--- config.mk ---
export PLATFORM = sky130hd
export DESIGN_NAME = regfile_sb
export DESIGN_NICKNAME = d
export VERILOG_FILES = /design/src/rtl/regfile_sb.sv
export SDC_FILE = /design/constraint.sdc
export NUM_CORES = 2
export LEC_CHECK = 0
export CAP_MARGIN = 5
export CORE_ASPECT_RATIO = 0.75
export CORE_UTILIZATION = 45
export CTS_CLUSTER_DIAMETER = 60
export CTS_CLUSTER_SIZE = 8
export DETAILED_ROUTE_END_ITERATION = 6
export PLACE_DENSITY_LB_ADDON = 0.12
export SLEW_MARGIN = 20
export SYNTH_ARGS = -nofsm -noshare
export SYNTH_HDL_FRONTEND = slang
export SYNTH_SLANG_ARGS = --single-unit
--- constraint.sdc ---
create_clock -name clk -period 54.6 [get_ports clk]
set_input_delay 13.65 -clock clk [delete_from_list [all_inputs] [get_ports clk]]
set_output_delay 13.65 -clock clk [all_outputs]
set_load 0.01 [all_outputs]
--- src/rtl/regfile_sb.sv ---
// regfile_sb: register file with a per-register busy scoreboard and pending count.
// Optional macro REGFILE_BYPASS_EN forwards same-cycle writeback data to the read ports and a0.
module regfile_sb #(
  parameter int ADDRESS_WIDTH = 5,
  parameter int DATA_WIDTH    = 32,
  parameter int NUM_RD        = 2
) (
  input  logic                            clk,
  input  logic                            rst,
  input  logic [NUM_RD*ADDRESS_WIDTH-1:0] rd_addr,
  output logic [NUM_RD*DATA_WIDTH-1:0]    rd_data,
  output logic [NUM_RD-1:0]               rd_busy,
  input  logic                            we,
  input  logic [ADDRESS_WIDTH-1:0]        wr_addr,
  input  logic [DATA_WIDTH-1:0]           wr_data,
  input  logic                            issue_valid,
  input  logic [ADDRESS_WIDTH-1:0]        issue_addr,
  output logic [ADDRESS_WIDTH:0]          pending,
  output logic [DATA_WIDTH-1:0]           a0
);

  localparam int NREG = 2**ADDRESS_WIDTH;
  localparam logic [ADDRESS_WIDTH-1:0] A0_IDX = ADDRESS_WIDTH'(10);

  logic [DATA_WIDTH-1:0]  r_regs [NREG];
  logic [NREG-1:0]        r_busy;
  logic [ADDRESS_WIDTH:0] r_pending;

  logic w_wr_hit;
  logic w_iss_hit;
  logic w_inc;
  logic w_dec;

  assign w_wr_hit  = we && (wr_addr != '0);
  assign w_iss_hit = issue_valid && (issue_addr != '0);
  // A colliding issue keeps the register busy, so its writeback does not retire it.
  assign w_inc = w_iss_hit && !r_busy[issue_addr];
  assign w_dec = w_wr_hit && r_busy[wr_addr] && !(w_iss_hit && (issue_addr == wr_addr));

  always_ff @(posedge clk or posedge rst) begin
    if (rst) begin
      for (int i = 0; i < NREG; i++) begin
        r_regs[i] <= '0;
      end
      r_busy    <= '0;
      r_pending <= '0;
    end else begin
      if (w_wr_hit) begin
        r_regs[wr_addr] <= wr_data;
        r_busy[wr_addr] <= 1'b0;
      end
      if (w_iss_hit) begin
        r_busy[issue_addr] <= 1'b1;
      end
      case ({w_inc, w_dec})
        2'b10:   r_pending <= r_pending + 1'b1;
        2'b01:   r_pending <= r_pending - 1'b1;
        default: r_pending <= r_pending;
      endcase
    end
  end

  assign pending = r_pending;

  for (genvar g = 0; g < NUM_RD; g++) begin : g_rd
    logic [ADDRESS_WIDTH-1:0] w_addr;
    assign w_addr = rd_addr[g*ADDRESS_WIDTH +: ADDRESS_WIDTH];
`ifdef REGFILE_BYPASS_EN
    logic w_fwd;
    assign w_fwd = w_wr_hit && (w_addr == wr_addr);
    assign rd_data[g*DATA_WIDTH +: DATA_WIDTH] = w_fwd ? wr_data : r_regs[w_addr];
    assign rd_busy[g] = w_fwd ? (w_iss_hit && (issue_addr == w_addr)) : r_busy[w_addr];
`else
    assign rd_data[g*DATA_WIDTH +: DATA_WIDTH] = r_regs[w_addr];
    assign rd_busy[g] = r_busy[w_addr];
`endif
  end

`ifdef REGFILE_BYPASS_EN
  assign a0 = (w_wr_hit && (wr_addr == A0_IDX)) ? wr_data : r_regs[A0_IDX];
`else
  assign a0 = r_regs[A0_IDX];
`endif

endmodule

==> metrics <==
vias in the first global route 36,100; number of buffers added for setup after CTS 0; Max Slew Vio Count 0; largest cells by area after synthesis dfrtp_1, mux4_2, mux2_2, clkbuf_1, buf_2; CTS tree done; leakage dissipation 26.5 nW; Hold Path Class reg2reg; crit share post-route 59.6%; Yosys top cell area share 46.7%; Main synth FF type dfrtp_1; Starting Density 45.6%; FP Rows 112; CP Data Arrival Time 18,910 ps; Relative slew margins 24.8%; post-layout util 50.7%; worst ir drop on vdd 32.6 uV; Power Dens Cells 38.5 nW/um^2; Req. time, crit path 40,950 ps; Num CTS Buffers 151; clk_lat worst skew 760 ps; # hold bufs at CTS 0; core area 125,000 um^2; count leader, synth dfrtp_1; drt total wl 169,000 um; Tmin final 32,560 ps; Final ANT Viol Nets 0; Cell Area, Synth 56,900 um^2; Post-Syn Instances 3,442; Diodes inserted 0; Crit. End Element output pin; Yosys top cell by area dfrtp_1; CTS Root Cell clkbuf_16; Avg Cell Area, Syn 16.5 um^2; DRC 0; post-DR wirelength/cell 33.6 um; maximum operating frequency 30.7 MHz; routability-driven placement congestion ratio 0.847; critical path class in2out; nets 3,448; maximum fanout along the worst path 108; ys async rst share 100%; htree depth 4; Seq/Total Area, Yosys 46.7%; clk sink count 1,062; clk slew on worst S/H paths 50 ps; die extent in y 310 um; Vias/cell 6.65; pin count of the biggest net entering global routing 178; Post-DP HPWL 89,100 um; total power 2.43 mW; Post-synth top cells dfrtp_1, mux2_2, mux4_2; Max-Cap Viols 0; die area 128,000 um^2; total track usage 27.2%; fin area 63,300 um^2; Non-Filler Instances 5,049; Startpoint Class input port; Setup TNS 0 ps; placed instance area 59,300 um^2; skew final 10.8 ps; Final Hold Fails 0; io pins 160; area occupied by multi-input gates 28,500 um^2; CTS max path bufs 3; Netlist cell types 48; Placed Cells 4,886; status complete, no violations; first-pass GRT wire length 252,000 um; Mapped Nets 3,504; setup violators final 0; DRT Pass-1 Iters 7; fillers 10,100; worst slew pin tran 1130 ps; growth of design area from synthesis to finish 11.2%; grt ovf 0; Die W 413 um; Seq cells post-synth 1,062; sequential cell area 26,600 um^2; Vias 33,600; Post-synth EDFFs 0; count of input and output buffers 159; RSZ-0062 raised after global routing no; share of cells above drive strength 1 58.8%; drt initial violations 2,592; cells resized by post-CTS repair 0; initial antenna violation count 4; Syn. warnings 0
==> worst max-delay path, stage by stage <==
cell             delay [ps]
buf_8                   690
buf_4                   800
buf_12                  780
buf_4                   880
mux4_2                  600
mux4_2                  520
mux2_2                  300
clkdlybuf4s50_1         480
==> cells in the final DEF, fill, tap and decap left out, types with 5 or more instances in the layout <==
cell             instances
dfrtp_1               1062
mux2_2                1059
mux4_2                 665
clkbuf_16              157
clkdlybuf4s50_1        145
buf_4                   56
o21ai_0                 40
nand2_1                 23
mux2i_1                 21
nor2_4                  16
nand2_2                 15
nand3_1                  9
o221ai_1                 8
nand2b_1                 7
xnor2_1                  7
buf_2                    6
nor3b_1                  5
inv_1                    5
nor2_1                   5
a22o_1                   5
ha_1                     5
buf_12                   5
==> flip-flops by register name (all words and copies together) (netlist names) <==
register,cells
a0,32
pending,6
r_regs,992
r_busy,32
==> through the flow <==
step	hold WS [ps]	setup WS (ps)
after floorplan	441	11060
after global placement	377	21890
after detailed placement	383	21860
after CTS	394	21870
after global routing	402	21590
final	392	22040
==> final timing paths <==
path | slack [ps] | end | cells after the start | from
worst max-delay path | 22040 | rd_data[21] | 8 | rd_addr[0]
worst min-delay path | 390 | r_regs[1016] | 0 | r_regs[1016]
worst max register to register | 51120 | pending[5] | 10 | r_busy[19]
worst min register to register | 390 | r_regs[1016] | 0 | r_regs[1016]
max in group asynchronous | 37190 | r_regs[1015] | 6 | rst
min in group asynchronous | 13380 | r_regs[166] | 2 | rst
==> final cells by class <==
type / instances / area share [%]
well taps: 1653 / 3.27
multi-input cells: 1945 / 45.0
flip-flops and latches: 1062 / 42.0
clock inverters: 4 / 0.0831
inverters: 6 / 0.0475
repair buffers: 220 / 3.33
clock buffers: 159 / 6.24
==> where the power goes <==
part | leakage [nW] | switching, mW | total (mW) | internal [mW]
Sequential | 13.6 | 0.118 | 1.06 | 0.941
Clock | 1.97 | 0.334 | 0.840 | 0.506
Combinational | 10.9 | 0.197 | 0.536 | 0.340
Total | 26.5 | 0.648 | 2.43 | 1.79
==> metal layers <==
layer | share of wire, % | GRT usage, % | wire length (um) | vias up
met5 | 0.014 | 0 | 23 | -
met4 | 3.3 | 9.73 | 5530 | 4
met3 | 6.3 | 5.43 | 10700 | 345
met2 | 48 | 43.3 | 82000 | 1264
met1 | 42 | 37.3 | 71100 | 18700
li1 | - | - | - | 13300
==> kinds of logic after synthesis <==
logic type                 count (synthesis)  share of synthesized area, %
AOI/OAI and AO/OA                         78                         0.891
and+or+nand+nor                          107                         0.946
DFF                                     1062                          46.7
muxes                                   1745                          47.7
xor gates and xnor gates                   9                         0.139
buffers and inverters                    435                          3.52
adders and majority gates                  6                         0.145
Power figures use the tool's default switching activity.
